===== src/rtl/in_service_ctrl_if.sv =====
// In-service controller bus: INTA handshake, EOI/priority commands and ISR status.
// The master is the resolver/command side; the slave is in_service_ctrl.
interface in_service_ctrl_if #(
  parameter int N_IRQ = 8
);
  localparam int IDX_W = (N_IRQ > 2) ? $clog2(N_IRQ) : 1;

  logic [IDX_W-1:0] irq_sel;
  logic             ack1;
  logic             ack2;
  logic             aeoi_mode;
  logic             rotate_en;
  logic             eoi_cmd;
  logic             eoi_specific;
  logic [IDX_W-1:0] eoi_level;
  logic             set_prio;
  logic [IDX_W-1:0] prio_level;

  logic [N_IRQ-1:0] isr;
  logic             isr_any;
  logic [IDX_W-1:0] highest_isr_idx;
  logic [IDX_W-1:0] lowest_prio;
  logic [IDX_W-1:0] last_serviced_idx;
  logic             last_serviced_vld;
  logic             proto_err;

  modport master (
    output irq_sel, ack1, ack2, aeoi_mode, rotate_en, eoi_cmd, eoi_specific,
           eoi_level, set_prio, prio_level,
    input  isr, isr_any, highest_isr_idx, lowest_prio, last_serviced_idx,
           last_serviced_vld, proto_err
  );

  modport slave (
    input  irq_sel, ack1, ack2, aeoi_mode, rotate_en, eoi_cmd, eoi_specific,
           eoi_level, set_prio, prio_level,
    output isr, isr_any, highest_isr_idx, lowest_prio, last_serviced_idx,
           last_serviced_vld, proto_err
  );
endinterface


===== src/rtl/in_service_ctrl.sv =====
// PIC in-service register: INTA handshake FSM, auto/non-specific/specific EOI, rotating priority.
// Updates land one cycle after a strobe; no backpressure, every strobe is acted on or flagged.
module in_service_ctrl #(
  parameter int N_IRQ = 8
) (
  input logic              clk,
  input logic              rst_n,
  in_service_ctrl_if.slave bus
);
  localparam int IDX_W = (N_IRQ > 2) ? $clog2(N_IRQ) : 1;

  typedef logic [IDX_W-1:0] idx_t;
  typedef enum logic {IDLE, WAIT_ACK2} state_t;

  state_t           state;
  idx_t             cur_idx;
  idx_t             lowest_prio;
  idx_t             last_idx;
  logic             last_vld;
  logic             proto_err;
  logic [N_IRQ-1:0] isr;

  idx_t             hi_idx;
  logic             ack1_ok;
  logic             ack2_ok;
  logic             aeoi_clr;
  logic             eoi_clr;
  logic             sp_bad;
  logic             prio_ok;
  logic             err;
  logic             retire;
  idx_t             eoi_idx;
  idx_t             ret_idx;
  logic [N_IRQ-1:0] set_mask;
  logic [N_IRQ-1:0] clr_mask;
  logic [N_IRQ-1:0] isr_nxt;

  function automatic logic [N_IRQ-1:0] bit_of(input idx_t i);
    bit_of = '0;
    if (int'(i) < N_IRQ) bit_of[i] = 1'b1;
  endfunction

  // Scan from lowest to highest priority so the last hit is the winner.
  always_comb begin
    int t;
    hi_idx = '0;
    t = 0;
    for (int k = N_IRQ; k >= 1; k--) begin
      t = int'(lowest_prio) + k;
      if (t >= N_IRQ) t = t - N_IRQ;
      if (isr[t]) hi_idx = idx_t'(t);
    end
  end

  always_comb begin
    ack1_ok  = bus.ack1 && !bus.ack2 && (state == IDLE);
    ack2_ok  = bus.ack2 && !bus.ack1 && (state == WAIT_ACK2);
    aeoi_clr = ack2_ok && bus.aeoi_mode;
    sp_bad   = bus.eoi_cmd && bus.eoi_specific && (int'(bus.eoi_level) >= N_IRQ);
    eoi_clr  = bus.eoi_cmd && (bus.eoi_specific ? !sp_bad : (isr != '0));
    eoi_idx  = bus.eoi_specific ? bus.eoi_level : hi_idx;
    prio_ok  = bus.set_prio && (int'(bus.prio_level) < N_IRQ);
    err      = (bus.ack1 && bus.ack2)
            || (bus.ack1 && !bus.ack2 && (state == WAIT_ACK2))
            || (bus.ack2 && !bus.ack1 && (state == IDLE))
            || sp_bad
            || (bus.set_prio && !prio_ok);
    retire   = aeoi_clr || eoi_clr;
    // AEOI owns the retirement report and rotation when both fire together.
    ret_idx  = aeoi_clr ? cur_idx : eoi_idx;
    set_mask = ack1_ok ? bit_of(bus.irq_sel) : '0;
    clr_mask = (aeoi_clr ? bit_of(cur_idx) : '0) | (eoi_clr ? bit_of(eoi_idx) : '0);
    isr_nxt  = (isr & ~clr_mask) | set_mask;
  end

  always_ff @(posedge clk or negedge rst_n) begin
    if (!rst_n) begin
      state       <= IDLE;
      cur_idx     <= '0;
      isr         <= '0;
      lowest_prio <= idx_t'(N_IRQ - 1);
      last_idx    <= '0;
      last_vld    <= 1'b0;
      proto_err   <= 1'b0;
    end else begin
      isr       <= isr_nxt;
      last_vld  <= retire;
      proto_err <= err;
      if (retire) last_idx <= ret_idx;
      if (prio_ok) lowest_prio <= bus.prio_level;
      else if (retire && bus.rotate_en) lowest_prio <= ret_idx;
      case (state)
        IDLE: begin
          if (ack1_ok) begin
            state   <= WAIT_ACK2;
            cur_idx <= bus.irq_sel;
          end
        end
        WAIT_ACK2: begin
          if (ack2_ok) state <= IDLE;
        end
        default: state <= IDLE;
      endcase
    end
  end

  assign bus.isr               = isr;
  assign bus.isr_any           = |isr;
  assign bus.highest_isr_idx   = hi_idx;
  assign bus.lowest_prio       = lowest_prio;
  assign bus.last_serviced_idx = last_idx;
  assign bus.last_serviced_vld = last_vld;
  assign bus.proto_err         = proto_err;
endmodule


===== src/flat_wrapper.sv =====
// flat-port wrapper written by rule: the top's interface ports become plain ports
module in_service_ctrl_flat 
#(
  parameter int N_IRQ = 8
)
  (clk, rst_n, bus_irq_sel, bus_ack1, bus_ack2, bus_aeoi_mode, bus_rotate_en, bus_eoi_cmd, bus_eoi_specific, bus_eoi_level, bus_set_prio, bus_prio_level, bus_isr, bus_isr_any, bus_highest_isr_idx, bus_lowest_prio, bus_last_serviced_idx, bus_last_serviced_vld, bus_proto_err);
  in_service_ctrl_if #(.N_IRQ(N_IRQ)) bus_i ();
  input logic clk;
  input logic rst_n;
  input wire logic [$bits(bus_i.irq_sel)-1:0] bus_irq_sel;
  input wire logic [$bits(bus_i.ack1)-1:0] bus_ack1;
  input wire logic [$bits(bus_i.ack2)-1:0] bus_ack2;
  input wire logic [$bits(bus_i.aeoi_mode)-1:0] bus_aeoi_mode;
  input wire logic [$bits(bus_i.rotate_en)-1:0] bus_rotate_en;
  input wire logic [$bits(bus_i.eoi_cmd)-1:0] bus_eoi_cmd;
  input wire logic [$bits(bus_i.eoi_specific)-1:0] bus_eoi_specific;
  input wire logic [$bits(bus_i.eoi_level)-1:0] bus_eoi_level;
  input wire logic [$bits(bus_i.set_prio)-1:0] bus_set_prio;
  input wire logic [$bits(bus_i.prio_level)-1:0] bus_prio_level;
  output wire logic [$bits(bus_i.isr)-1:0] bus_isr;
  output wire logic [$bits(bus_i.isr_any)-1:0] bus_isr_any;
  output wire logic [$bits(bus_i.highest_isr_idx)-1:0] bus_highest_isr_idx;
  output wire logic [$bits(bus_i.lowest_prio)-1:0] bus_lowest_prio;
  output wire logic [$bits(bus_i.last_serviced_idx)-1:0] bus_last_serviced_idx;
  output wire logic [$bits(bus_i.last_serviced_vld)-1:0] bus_last_serviced_vld;
  output wire logic [$bits(bus_i.proto_err)-1:0] bus_proto_err;
  assign bus_i.irq_sel = bus_irq_sel;
  assign bus_i.ack1 = bus_ack1;
  assign bus_i.ack2 = bus_ack2;
  assign bus_i.aeoi_mode = bus_aeoi_mode;
  assign bus_i.rotate_en = bus_rotate_en;
  assign bus_i.eoi_cmd = bus_eoi_cmd;
  assign bus_i.eoi_specific = bus_eoi_specific;
  assign bus_i.eoi_level = bus_eoi_level;
  assign bus_i.set_prio = bus_set_prio;
  assign bus_i.prio_level = bus_prio_level;
  assign bus_isr = bus_i.isr;
  assign bus_isr_any = bus_i.isr_any;
  assign bus_highest_isr_idx = bus_i.highest_isr_idx;
  assign bus_lowest_prio = bus_i.lowest_prio;
  assign bus_last_serviced_idx = bus_i.last_serviced_idx;
  assign bus_last_serviced_vld = bus_i.last_serviced_vld;
  assign bus_proto_err = bus_i.proto_err;
  in_service_ctrl #(.N_IRQ(N_IRQ)) u_core (.clk(clk), .rst_n(rst_n), .bus(bus_i));
endmodule

===== config.mk =====
export PLATFORM = sky130hd
export DESIGN_NAME = in_service_ctrl_flat
export DESIGN_NICKNAME = d
export VERILOG_FILES = /design/src/rtl/in_service_ctrl_if.sv /design/src/rtl/in_service_ctrl.sv /design/src/flat_wrapper.sv
export SDC_FILE = /design/constraint.sdc
export NUM_CORES = 1
export LEC_CHECK = 0
export ABC_AREA = 1
export CAP_MARGIN = 30
export CORE_UTILIZATION = 56
export DETAILED_ROUTE_END_ITERATION = 8
export GPL_ROUTABILITY_DRIVEN = 0
export GPL_TIMING_DRIVEN = 0
export PLACE_DENSITY = 0.86
export SYNTH_ARGS = -nofsm -noshare
export SYNTH_HDL_FRONTEND = slang
export SYNTH_SLANG_ARGS = --single-unit

===== constraint.sdc =====
create_clock -name clk -period 4.9 [get_ports clk]
set_clock_uncertainty 0.2 [all_clocks]
set_input_delay 0.735 -clock clk [delete_from_list [all_inputs] [get_ports clk]]
set_output_delay 0.735 -clock clk [all_outputs]
set_load 0.01 [all_outputs]

==> summary.md, run 1 <==
| Metric | Value |
|---|---|
| Status | `finished clean` |
| Cell Rows | `20` |
| Initial core utilization | `60.2%` |
| Max cap viols | `0` |
| Worst Setup SP | `u_core.bus.lowest_prio[0]` |
| H-tree levels | `1` |
| Syn Area/Cell | `6.56 um^2` |
| Clock slew at reported path FFs | `0.11 ns` |
| R2r setup slk | `1.73 ns` |
| Vias/cell | `5.28` |
| Syn-to-layout area delta | `24.0%` |
| Dpl hpwl | `3.90 mm` |
| Gr usage total | `29.8%` |
| Vias after detailed routing | `1,963` |
| Antenna Diode Count | `0` |
| Core Box Area | `3130 um^2` |
| Async SR Flop Fraction | `100%` |
| Pwr per Cell Area | `556 nW/um^2` |
| CP endpoint kind | `output pin` |
| Hold Startpoint | `u_core.bus.last_serviced_idx[1]` |
| Worst Slack Setup Final | `0.683 ns` |
| Post-route insts no fill | `372` |
| Register area share after synthesis | `26.8%` |
| Worst R2R Start | `u_core.bus.lowest_prio[0]` |
| Reg2reg path depth | `20` |
| Drt wl/cell | `12.9 um` |
| Worst slew pin tran | `0.891 ns` |
| # setup viols final | `0` |
| Worst hold endpoint | `u_core.bus.last_serviced_idx[1]` |
| Commonest non-fill, non-tap cell in the layout | `nand2_1` |
| Register bit count reported by yosys | `20` |
| Drt first pass iters | `4` |
| Inst Count DP | `368` |
| Setup Slack @ Placement | `1.04 ns` |
| PortBufs | `37` |
| Antenna-violating nets left | `0` |
| Proportion of layout cells with a drive suffix above 1 | `15.9%` |
| Largest net degree at the start of global routing | `21` |
| Root Buffer | `clkbuf_4` |
| Peak VDD IR | `0.000357 V` |
| Final Hold Vio Count | `0` |
| CTS Buffer Depth | `2` |
| Predominant post-synthesis flop cell | `dfrtp_1` |
| Drt drc | `0` |
| Most frequent cells in the layout | `104 x nand2_1, 37 x clkdlybuf4s50_1, 36 x nand3_1` |
| Die width | `60.0 um` |
| RSZ-0062 raised after global routing | `false` |
| Latest clock arrival within the worst-skew pair | `0.31 ns` |
| Crit path kind | `reg -> out` |
| Post-synth EDFFs | `0` |
| Die ar. | `3600 um^2` |
| Clk sinks | `20` |
| Post-CTS resize count | `0` |
| Critical Path AT | `3.28 ns` |
| Gr ovfl total | `0` |
| Slew Limit Fails | `0` |
| Number of global-route vias before repair | `1,843` |
| TritonCTS buffer count | `3` |
| Postcts setup bufs | `0` |
| Crit path launch type | `flip-flop` |
| Data required, critical path | `3.96 ns` |
| WL final | `4.81 mm` |
| Setup TNS | `0 ns` |
| RR Endpoint | `u_core.bus.isr[2]` |
| IO Count | `38` |
| Die H | `60.0 um` |
| Mapped Cells | `287` |
| Hold depth | `2` |
| Overall Power | `0.00130 W` |
| Initial DRC count | `107` |
| Slew HR | `40.4%` |
| Initial antenna violation count | `0` |
| Worst Hold Class | `reg -> reg` |
| Unique masters post-synth | `33` |
| Post-synthesis cell area | `1880 um^2` |
| Leakage | `1.22 nW` |
| Synth warn | `0` |
| CTS tree | `built` |
| Maximum clock rate | `237 MHz` |
| Tcrit/Tclk final | `86.1%` |
| First-pass GRT wire length | `7.90 mm` |
| Final worst path period need | `4.22 ns` |
| Hold_buf cts | `0` |
| Layout net count | `349` |
| Crit Path Max Fanout | `10` |
| Synth Net Count | `307` |
state kept, by name, summed over array words and instances, names as in the netlist:
name and count:
u_core.bus.isr 8, u_core.bus.last_serviced_idx 3, u_core.bus.last_serviced_vld 1, u_core.bus.lowest_prio 3
u_core.bus.proto_err 1, u_core.cur_idx 3, u_core.state 1
layout make-up:
cell class	count	area [um^2]
Multi-Input combinational cell	222	1170
Fill cell	282	793
Sequential cell	20	504
Timing Repair Buffer	37	370
Inverter	41	156
Tap cell	44	55.1
Buffer	4	50.0
Clock buffer	4	26.3
kinds of logic (layout without fill, tap and decap cells):
kind of cell	after synthesis	in the layout	synth area share [%]
AND/OR/NAND/NOR	193	193	50.9
AO/OA/AOI/OAI	23	23	7.77
XOR/XNOR	4	4	2.26
adder cells (fa/ha/maj)	2	2	1.33
flip-flops	20	20	26.8
buffers and inverters	45	86	11.0
through the flow:
stage                     hold WS [ns]  area, um^2  utilization [%]
after floorplan                  0.239        1880                -
after global placement           0.273        2310             73.8
after detailed placement         0.273        2310             73.8
after CTS                        0.305        2330             74.6
after global routing             0.327        2330             74.6
final                            0.300        2330             74.6
how the worst max path moves through the flow:
stage | slack [ns] | endpoint | cells past startpoint
2_1_floorplan | 1.75 | bus_highest_isr_idx[1] | 17
3_5_place_dp | 1.04 | bus_highest_isr_idx[1] | 18
4_1_cts | 0.68 | bus_highest_isr_idx[1] | 18
5_1_grt | 0.47 | bus_highest_isr_idx[1] | 18
6_report | 0.68 | bus_highest_isr_idx[1] | 18
3_3_place_gp | 1.07 | bus_highest_isr_idx[1] | 18
cells in the mapped netlist (4+ instances only):
cell | count | area share [%]
nor3_1 | 4 | 1.1
nand3_1 | 36 | 9.6
nand2_1 | 104 | 21
nor2_1 | 13 | 2.6
inv_2 | 5 | 1.0
nand2_2 | 6 | 2.0
inv_1 | 35 | 7.0
nand3_2 | 13 | 6.9
a21oi_1 | 6 | 1.6
o21ai_0 | 5 | 1.3
nor2_2 | 4 | 1.3
dfrtp_1 | 17 | 23
nand2_4 | 8 | 4.8
power by group:
group          total [W]  switching, W  internal [W]
clock          0.0000850     0.0000531     0.0000318
sequential      0.000305     0.0000817      0.000223
combinational   0.000908      0.000516      0.000392
total            0.00130      0.000651      0.000647
per-layer routing:
layer | track usage (%) | vias to the layer above | share of wire, %
li1 | - | 1006 | -
met2 | 53.8 | 45 | 51
met5 | 0 | - | 0
met1 | 36.4 | 901 | 44
met3 | 3.03 | 11 | 2.8
met4 | 10.6 | 0 | 2.1
critical path, stage by stage (launching register included):
cell	delay (ns)
dfstp_2	0.58
buf_6	0.14
inv_4	0.05
buf_12	0.15
ha_1	0.40
inv_1	0.26
nand3_2	0.14
nand3_2	0.12
nand2_2	0.07
nor2_2	0.11
nand2_1	0.05
nand3_1	0.07
nand2_1	0.05
nand2_1	0.05
nand2_1	0.05
nand2_2	0.07
nand2_1	0.05
inv_1	0.05
clkdlybuf4s50_1	0.52
(Power assumes the default switching activity.)
==> run 2: changes to the inputs <==
CORE_UTILIZATION = 47   (was 56)
PLACE_DENSITY = 0.77   (was 0.86)
clock period = 3.7 ns   (was 4.9 ns; I/O delays follow)
==> run 2 against run 1 <==
  * Global-route usage decreased by 5.2 points
  * Critical path type unchanged
  * Critical endpoint unchanged
  * Non-clock buffer count unchanged
  * Core utilization decreased by 11 points
==> summary.md, run 2 (synthesis gave the netlist of run 1 again) <==
| Metric | Value |
|---|---|
| # setup viols final | `0 (unchanged)` |
| Initial DRC count | `88 (was 107)` |
| Final worst path period need | `3.30 ns` |
| Maximum clock rate | `303 MHz` |
| CP endpoint kind | `output pin (unchanged)` |
| Slew HR | `39.9% (was 40.4%)` |
| Hold Startpoint | `u_core.bus.last_serviced_idx[0] (was u_core.bus.last_serviced_idx[1])` |
| Initial antenna violation count | `0 (unchanged)` |
| Overall Power | `0.00177 W (was 0.00130 W)` |
| Gr usage total | `24.6% (was 29.8%)` |
| Worst hold endpoint | `u_core.bus.last_serviced_idx[0] (was u_core.bus.last_serviced_idx[1])` |
| Drt wl/cell | `12.6 um (was 12.9 um)` |
| Crit path launch type | `flip-flop (unchanged)` |
| Antenna-violating nets left | `0 (unchanged)` |
| Clk sinks | `20 (unchanged)` |
| Die ar. | `4260 um^2 (was 3600 um^2)` |
| Antenna Diode Count | `0 (unchanged)` |
| Slowest stage delay, CP | `0.57 ns (was 0.58 ns)` |
| Setup TNS | `0 ns (unchanged)` |
| Worst slew pin tran | `0.899 ns (was 0.891 ns)` |
| Core Box Area | `3740 um^2 (was 3130 um^2)` |
| Tcrit/Tclk final | `89.2%` |
| Inst Count DP | `372 (was 368)` |
| CTS Buffer Depth | `2 (unchanged)` |
| Crit path kind | `reg -> out (unchanged)` |
| Switching share of power | `48.7% (was 50.2%)` |
| Gr ovfl total | `0 (unchanged)` |
| TritonCTS buffer count | `3 (unchanged)` |
| R2r setup slk | `0.88 ns (was 1.73 ns)` |
| Pwr per Cell Area | `740 nW/um^2 (was 556 nW/um^2)` |
| IO Count | `38 (unchanged)` |
| Max FFs per register | `8 (unchanged)` |
| Slew Limit Fails | `0 (unchanged)` |
| Post-route insts no fill | `376 (was 372)` |
| RR Endpoint | `u_core.bus.isr[6] (was u_core.bus.isr[2])` |
| WL final | `4.73 mm (was 4.81 mm)` |
| Internal | `0.000908 W (was 0.000647 W)` |
| Die H | `65.3 um (was 60.0 um)` |
| Drt drc | `0 (unchanged)` |
| Syn-to-layout area delta | `27.0% (was 24.0%)` |
| H-tree levels | `1 (unchanged)` |
| Slowest CP cell | `dfstp_2 (unchanged)` |
| Vias/cell | `5.19 (was 5.28)` |
| Status | `finished clean (unchanged)` |
| Commonest non-fill, non-tap cell in the layout | `nand2_1 (unchanged)` |
| Clock power share | `9.6% (was 6.5%)` |
| Final hold slack | `0.283 ns (was 0.300 ns)` |
| Most frequent CP cell | `nand2_1 (unchanged)` |
| Drt first pass iters | `4 (unchanged)` |
| Final Util | `63.9% (was 74.6%)` |
| Cell Rows | `22 (was 20)` |
| First-pass GRT wire length | `8.06 mm (was 7.90 mm)` |
| PortBufs | `37 (unchanged)` |
| Crit Path Max Fanout | `10 (unchanged)` |
| Critical Path AT | `2.54 ns (was 3.28 ns)` |
| Sequential Power Share | `22.6% (was 23.5%)` |
| Sw Pwr | `0.000861 W (was 0.000651 W)` |
| Largest register by flop count | `u_core.bus.isr (unchanged)` |
| Worst R2R Start | `u_core.bus.lowest_prio[0] (unchanged)` |
| CTS tree | `built (unchanged)` |
| Latest clock arrival within the worst-skew pair | `0.27 ns (was 0.31 ns)` |
| Leakage | `1.27 nW (was 1.22 nW)` |
| Layout net count | `349 (unchanged)` |
| Largest net degree at the start of global routing | `21 (unchanged)` |
| Clock slew at reported path FFs | `0.08 ns (was 0.11 ns)` |
| Peak VDD IR | `0.000345 V (was 0.000357 V)` |
| Initial core utilization | `50.3% (was 60.2%)` |
| Vias after detailed routing | `1,951 (was 1,963)` |
| Most frequent cells in the layout | `104 x nand2_1, 36 x nand3_1, 34 x inv_1, 34 x clkdlybuf4s50_1, 17 x dfrtp_1 (was 104 x nand2_1, 37 x clkdlybuf4s50_1, 36 x nand3_1)` |
| Data required, critical path | `2.94 ns (was 3.96 ns)` |
| Dpl hpwl | `3.82 mm (was 3.90 mm)` |
| Worst Hold Class | `reg -> reg (unchanged)` |
| Number of global-route vias before repair | `1,853 (was 1,843)` |
| Die width | `65.3 um (was 60.0 um)` |
| Comb pwr share | `67.7% (was 70.0%)` |
| Max cap viols | `0 (unchanged)` |
| RSZ-0062 raised after global routing | `false (unchanged)` |
| Hold depth | `2 (unchanged)` |
| Reg2reg path depth | `20 (unchanged)` |
| Root Buffer | `clkbuf_8 (was clkbuf_4)` |
| Crit-path cells | `buf_6, inv_4, buf_12, ha_4, inv_4, nand3_1, nand3_2, nand2_2, a21oi_1, nand3_1, nand2_1, nand2_1, nand2_1, nand2_2, nand2_1, inv_1, dlymetal6s2s_1 (was buf_6, inv_4, buf_12, ha_1, inv_1, nand3_2, nand3_2, nand2_2, nor2_2, nand2_1, nand3_1, nand2_1, nand2_1, nand2_1, nand2_2, nand2_1, inv_1, clkdlybuf4s50_1)` |
| Postcts setup bufs | `0 (unchanged)` |
| Proportion of layout cells with a drive suffix above 1 | `16.8% (was 15.9%)` |
| Final Hold Vio Count | `0 (unchanged)` |
run 2: power by group through the flow:
stage	clock (W)	sequential [W]	combinational, W
CTS	0.000172	0.000399	0.00121
finish	0.000170	0.000401	0.00120
floorplan	0	0.000410	0.000783
global route	0.000183	0.000409	0.00135
global placement	0	0.000401	0.00118
detailed placement	0	0.000403	0.00120
run 2: worst max-delay path by stage:
stage	from	end	slack, ns	cells after the start
CTS	u_core.bus.lowest_prio[0]	bus_highest_isr_idx[1]	0.04	18
global route	u_core.bus.lowest_prio[0]	bus_highest_isr_idx[1]	0.19	17
floorplan	u_core.bus.lowest_prio[0]	bus_highest_isr_idx[1]	0.73	17
global placement	u_core.bus.lowest_prio[0]	bus_highest_isr_idx[1]	0.05	18
finish	u_core.bus.lowest_prio[0]	bus_highest_isr_idx[1]	0.40	17
detailed placement	u_core.bus.lowest_prio[0]	bus_highest_isr_idx[1]	0.02	18
run 2: metrics by stage:
step                worst slack [ns]  area [um^2]
global placement              0.0527         2310
floorplan                      0.732         1880
global route                   0.187         2390
CTS                           0.0411         2380
detailed placement            0.0249         2310
finish                         0.401         2390
run 2: final cells by class:
| type | count | area, um^2 |
|---|---|---|
| fill | 363 | 1350 |
| timing repair buffer | 37 | 378 |
| clock buffer | 4 | 55.1 |
| inverter | 41 | 159 |
| multi-input combinational | 222 | 1180 |
| buffer | 4 | 50.0 |
| tap | 48 | 60.1 |
| sequential | 20 | 504 |
run 2: worst max-delay path, delay by kind of cell (launching register included):
| family | cells | cell delay, ns |
|---|---|---|
| AND/OR/NAND/NOR | 9 | 0.67 |
| flip-flops | 1 | 0.57 |
| AO/OA/AOI/OAI | 1 | 0.11 |
| adder cells (fa/ha/maj) | 1 | 0.28 |
| buffers and inverters | 6 | 0.63 |
run 2: what timing repair did:
item	4_1_cts	5_1_grt
resized for setup	4	3
hold buffers	0	0
hold endpoints to repair	0	0
endpoints found under the setup margin	3	3
run 2: routing by layer:
metal / wire [um] / GRT usage [%] / vias to the layer above
met4: 82 / 8.97 / 0
met2: 2380 / 44.6 / 56
met1: 2050 / 30.0 / 888
li1: - / - / 998
met3: 218 / 2.08 / 9
met5: 0 / 0 / -
==> patch 1: new RTL, flow settings as in run 2 <==
Reset style: synchronous (`rst_n`), changed in one clocked block.
--- a/src/rtl/in_service_ctrl.sv
+++ b/src/rtl/in_service_ctrl.sv
@@ -73,7 +73,7 @@
     isr_nxt  = (isr & ~clr_mask) | set_mask;
   end
 
-  always_ff @(posedge clk or negedge rst_n) begin
+  always_ff @(posedge clk) begin
     if (!rst_n) begin
       state       <= IDLE;
       cur_idx     <= '0;
Behaviour: differs if rst_n is asserted again (counterexample within 4 cycles, from zero or initial values and one cycle with rst_n low); with rst_n held inactive, the same outputs for 4 cycles.
==> patch 1 against run 2 <==
Area after synthesis shrank 5.0%; synthesized cell count shrank 1.4%; worst setup slack lost 190 ps; final area shrank 4.1%; utilization shrank 1.3 points; count of clock-buffer cells in the layout is the same; wire length shrank 5.5%; sequential cell count is the same; register-to-register slack gained 120 ps; critical path type unchanged.
Power is not compared: it rests on default switching activity, and its combinational part moved more than twofold at a synthesized area within 25%.
==> patch 1: results <==
[routing]
detailedRoute.firstIterationViolations = 103
vias = 1887
drt-total-wl_mm = 4.467
post-route-drc-count = 0
drt-vias-per-instance = 5.073

[cts]
insertion_delay_ps = 250
clockRootBuffer = clkbuf_8

[finish]
fin_nets = 345
fillers = 342
drive_gt1_share_pct = 20.06
diodes = 0

[hold_path]
min_to = u_core.bus.proto_err
worst_hold_startpoint = u_core.state
min_path_type = reg2reg

[global_routing]
grt_pass1_wl_mm = 7.576
grt_max_degree = 12
grt_usage_pct = 23.15
grt_pass1_vias = 1734

[yosys]
synth_compound_area_share_pct = 17.27
synth_ff_type = dfxtp_1
synth_area_per_cell_um2 = 6.322
syn_nets = 303
synth_adder_area_share_pct = 1.399
synth_xor_area_share_pct = 2.448
ys_seq_area_share_pct = 22.38
async_flop_share_pct = 0
ys_top_cells_by_area = dfxtp_1 (22%), nand2_1 (17%), nand3_1 (8.7%)
ys_types = 35
ys_top_cells_by_count = nand2_1 (80), nand3_1 (31), inv_1 (25)

[sta]
worstMarginPinSlew_ps = 619.6

[critical_path]
reg2reg_to = u_core.bus.isr[0]
crit_fanout = 10
r2r-start = u_core.bus.lowest_prio[0]
r2r_slack_ps = 1000

[outcome]
outcome = finished, final reports clean

[placed_design]
dp.cells = 368
dp_hpwl_mm = 3.632
==> patch 1: cell types whose count changed in the layout (fill, tap and decap cells not counted), moves of 4 or more <==
cell	change
a21oi_1	+11
a21oi_2	+6
a31oi_1	+4
dfrtp_1	-17
dfxtp_1	+20
inv_1	-9
inv_2	+7
nand2_1	-24
nand2_2	+5
nand2_4	-4
nand3_1	-5
o21bai_1	+4
==> patch 1: per-stage QoR <==
step / area [µm²] / worst slack (ps) / hold WS (ps) / power, µW
floorplan: 1789 / 933.5 / 264.0 / 526.6
global placement: 2220 / 280.6 / 277.1 / 648.2
detailed placement: 2220 / 261.5 / 299.4 / 655.2
CTS: 2277 / 27.68 / 310.4 / 817.9
global route: 2292 / 2.682 / 365.2 / 886.4
finish: 2292 / 212.8 / 309.0 / 822.4
==> patch 1: area by class of cell <==
| type | count | area, µm² | share of cell area (%) |
|---|---|---|---|
| clock buffers | 4 | 55.05 | 2.402 |
| inverters | 40 | 155.1 | 6.769 |
| well taps | 48 | 60.06 | 2.620 |
| repair buffers | 37 | 370.4 | 16.16 |
| flip-flops and latches | 20 | 400.4 | 17.47 |
| multi-input cells | 218 | 1206 | 52.62 |
| plain buffers | 5 | 45.04 | 1.965 |
==> patch 1: cell families (layout without fill, tap and decap cells) <==
family,after synthesis,after routing
DFF,20,20
xor gates and xnor gates,5,5
adders and majority gates,2,2
buffers and inverters,45,86
AOI/OAI and AO/OA,49,49
and+or+nand+nor,162,162
==> patch 1: worst max-delay path by stage <==
stage / endpoint / slack [ps] / cells past startpoint
global route: bus_highest_isr_idx[1] / 3 / 17
global placement: bus_highest_isr_idx[2] / 280 / 17
detailed placement: bus_highest_isr_idx[1] / 260 / 16
floorplan: bus_highest_isr_idx[1] / 930 / 16
CTS: bus_highest_isr_idx[1] / 30 / 16
finish: bus_highest_isr_idx[1] / 210 / 18
==> patch 1: critical path: stages, from the launching register on <==
cell	delay, ps
dfxtp_1	370
buf_6	160
inv_4	40
buf_8	140
ha_4	280
inv_4	100
nand3_2	110
nand3_2	110
nand2_2	80
nor2_1	100
nand2_1	50
nand3_1	60
nand2_1	50
nand2_1	50
nand2_1	60
nand2_2	80
nand2_1	60
inv_1	50
clkdlybuf4s50_1	520
==> patch 1: where the power goes <==
part | internal [µW] | switching [µW]
Clock | 94.6 | 69.3
Sequential | 228 | 10.2
Combinational | 174 | 246
==> patch 1: layer usage <==
metal  vias to the layer above  routed length (µm)  global-route usage [%]
met5                         -                   0                       0
met4                         0                  32                   5.682
met3                         5                  97                   1.630
met2                        32                2287                   42.42
met1                       844                2050                   28.82
li1                       1006                   -                       -
==> patch 1: timing repair <==
| action | in CTS | in global routing |
|---|---|---|
| endpoints found under the setup margin | 2 | 3 |
| endpoints found under the hold margin | 0 | 0 |
| resized for setup | 1 | 4 |
| pin swaps | 0 | 0 |
==> patch 2: new RTL, config.mk and constraints of run 2 <==
Made on the original files. `N_IRQ` is set to 8 in 3 places; all go to 4.
--- a/src/rtl/in_service_ctrl_if.sv
+++ b/src/rtl/in_service_ctrl_if.sv
@@ -1,7 +1,7 @@
 // In-service controller bus: INTA handshake, EOI/priority commands and ISR status.
 // The master is the resolver/command side; the slave is in_service_ctrl.
 interface in_service_ctrl_if #(
-  parameter int N_IRQ = 8
+  parameter int N_IRQ = 4
 );
   localparam int IDX_W = (N_IRQ > 2) ? $clog2(N_IRQ) : 1;
 
--- a/src/rtl/in_service_ctrl.sv
+++ b/src/rtl/in_service_ctrl.sv
@@ -1,7 +1,7 @@
 // PIC in-service register: INTA handshake FSM, auto/non-specific/specific EOI, rotating priority.
 // Updates land one cycle after a strobe; no backpressure, every strobe is acted on or flagged.
 module in_service_ctrl #(
-  parameter int N_IRQ = 8
+  parameter int N_IRQ = 4
 ) (
   input logic              clk,
   input logic              rst_n,
--- a/src/flat_wrapper.sv
+++ b/src/flat_wrapper.sv
@@ -1,7 +1,7 @@
 // flat-port wrapper written by rule: the top's interface ports become plain ports
 module in_service_ctrl_flat 
 #(
-  parameter int N_IRQ = 8
+  parameter int N_IRQ = 4
 )
   (clk, rst_n, bus_irq_sel, bus_ack1, bus_ack2, bus_aeoi_mode, bus_rotate_en, bus_eoi_cmd, bus_eoi_specific, bus_eoi_level, bus_set_prio, bus_prio_level, bus_isr, bus_isr_any, bus_highest_isr_idx, bus_lowest_prio, bus_last_serviced_idx, bus_last_serviced_vld, bus_proto_err);
   in_service_ctrl_if #(.N_IRQ(N_IRQ)) bus_i ();
Ports: changed (7 resized); port bits go from 38 to 28. The function was not compared with the original's and may differ.
==> patch 2 against run 2 <==
Area after synthesis decreased by 51%; total power decreased by 58%; critical path depth decreased by 8; count of clock-buffer cells in the layout unchanged; worst setup slack improved by 480 ps; sequential cell count decreased by 7; synthesized cell count decreased by 49%; wire length decreased by 58%; final area decreased by 48%; largest cell class unchanged; largest power group unchanged.
==> patch 2: results <==
[global_routing]
grt_usage_pct = 21.39
grt_pass1_wl_mm = 3.291
grt_pass1_vias = 837
grt_max_degree = 14

[cts]
clockRootBuffer = clkbuf_4
cts.repair.resized = 0
insertion_delay_ps = 270

[routing]
detailedRoute.firstIterationViolations = 25
wl_per_cell_um = 9.777
vias = 984
drt-total-wl_mm = 1.975

[critical_path]
critPathMaxStageDelay_ps = 610
crit_fanout = 9
crit_arrival_ps = 2060
crit_family = buffers and inverters

[yosys]
ys_types = 19
netlist_instances = 146
ys_seq_area_share_pct = 35.50
ys_top_cells_by_count = nand2_1 (59), inv_1 (24), nand3_1 (13)
syn_nets = 161
ys_top_cells_by_area = dfrtp_1 (30%), nand2_1 (24%), inv_1 (9.8%)
synth_xor_area_share_pct = 0
synth_adder_area_share_pct = 0
synth_compound_area_share_pct = 7.317

[power_and_ir_drop]
peakVddDrop_mv = 0.3245
p_leak_uw = 0.0006713

[finish]
fillers = 149
largest-register = u_core.bus.isr
fin_nets = 193
largest_reg_flops = 4
drive_gt1_share_pct = 11.86

[placed_design]
dp_slack_ps = 1174
io_buffers = 27
dp_hpwl_mm = 1.656

[sta]
relSlewSlack_pct = 63.03

[hold_path]
worst_hold_startpoint = u_core.bus.last_serviced_idx[1]

[outcome]
outcome = finished, final reports clean
patch 2: cell types whose count changed after synthesis, sizes merged, moves of 6 or more:
| cell | run 2 | this run |
|---|---|---|
| nand3 | 49 | 15 |
| inv | 41 | 25 |
| nand2 | 118 | 68 |
| nor2 | 18 | 6 |
| dfrtp | 17 | 11 |
patch 2: per-layer routing:
metal | global-route usage (%) | wire length (µm)
met2 | 34.72 | 936
met5 | 0 | 0
met3 | 1.569 | 79
met4 | 11.18 | 56
met1 | 28.15 | 901
patch 2: through the flow:
step | util [%] | area [µm²]
after floorplan | - | 923.4
after CTS | 70.18 | 1251
final | 70.18 | 1251
after detailed placement | 68.70 | 1225
after global placement | 68.70 | 1225
after global routing | 70.18 | 1251
patch 2: power breakdown:
| group | leakage (µW) | internal (µW) | total (µW) | switching (µW) |
|---|---|---|---|---|
| clock network | 0.0000150 | 41.7 | 86.0 | 44.3 |
| logic | 0.000499 | 203 | 437 | 234 |
| registers | 0.000157 | 187 | 225 | 37.5 |
| total | 0.000671 | 432 | 748 | 316 |
patch 2: final timing paths:
kind / end / slack, ps / cells after the start
max in group asynchronous: u_core.bus.lowest_prio[1] / 2490 / 1
hold reg to reg: u_core.bus.last_serviced_idx[1] / 280 / 2
min in group asynchronous: u_core.cur_idx[1] / 440 / 1
setup reg to reg: u_core.bus.last_serviced_idx[0] / 1790 / 13
hold / removal: u_core.bus.last_serviced_idx[1] / 280 / 2
setup / recovery: bus_highest_isr_idx[0] / 890 / 9
patch 2: cell type report:
type                            instances  share of cell area (%)
Timing Repair Buffer                   27                   21.60
Tap cell                               25                   2.500
Clock buffer                            4                   2.100
Sequential cell                        13                   26.20
Multi-Input combinational cell        107                   39.80
Inverter                               26                   7.800
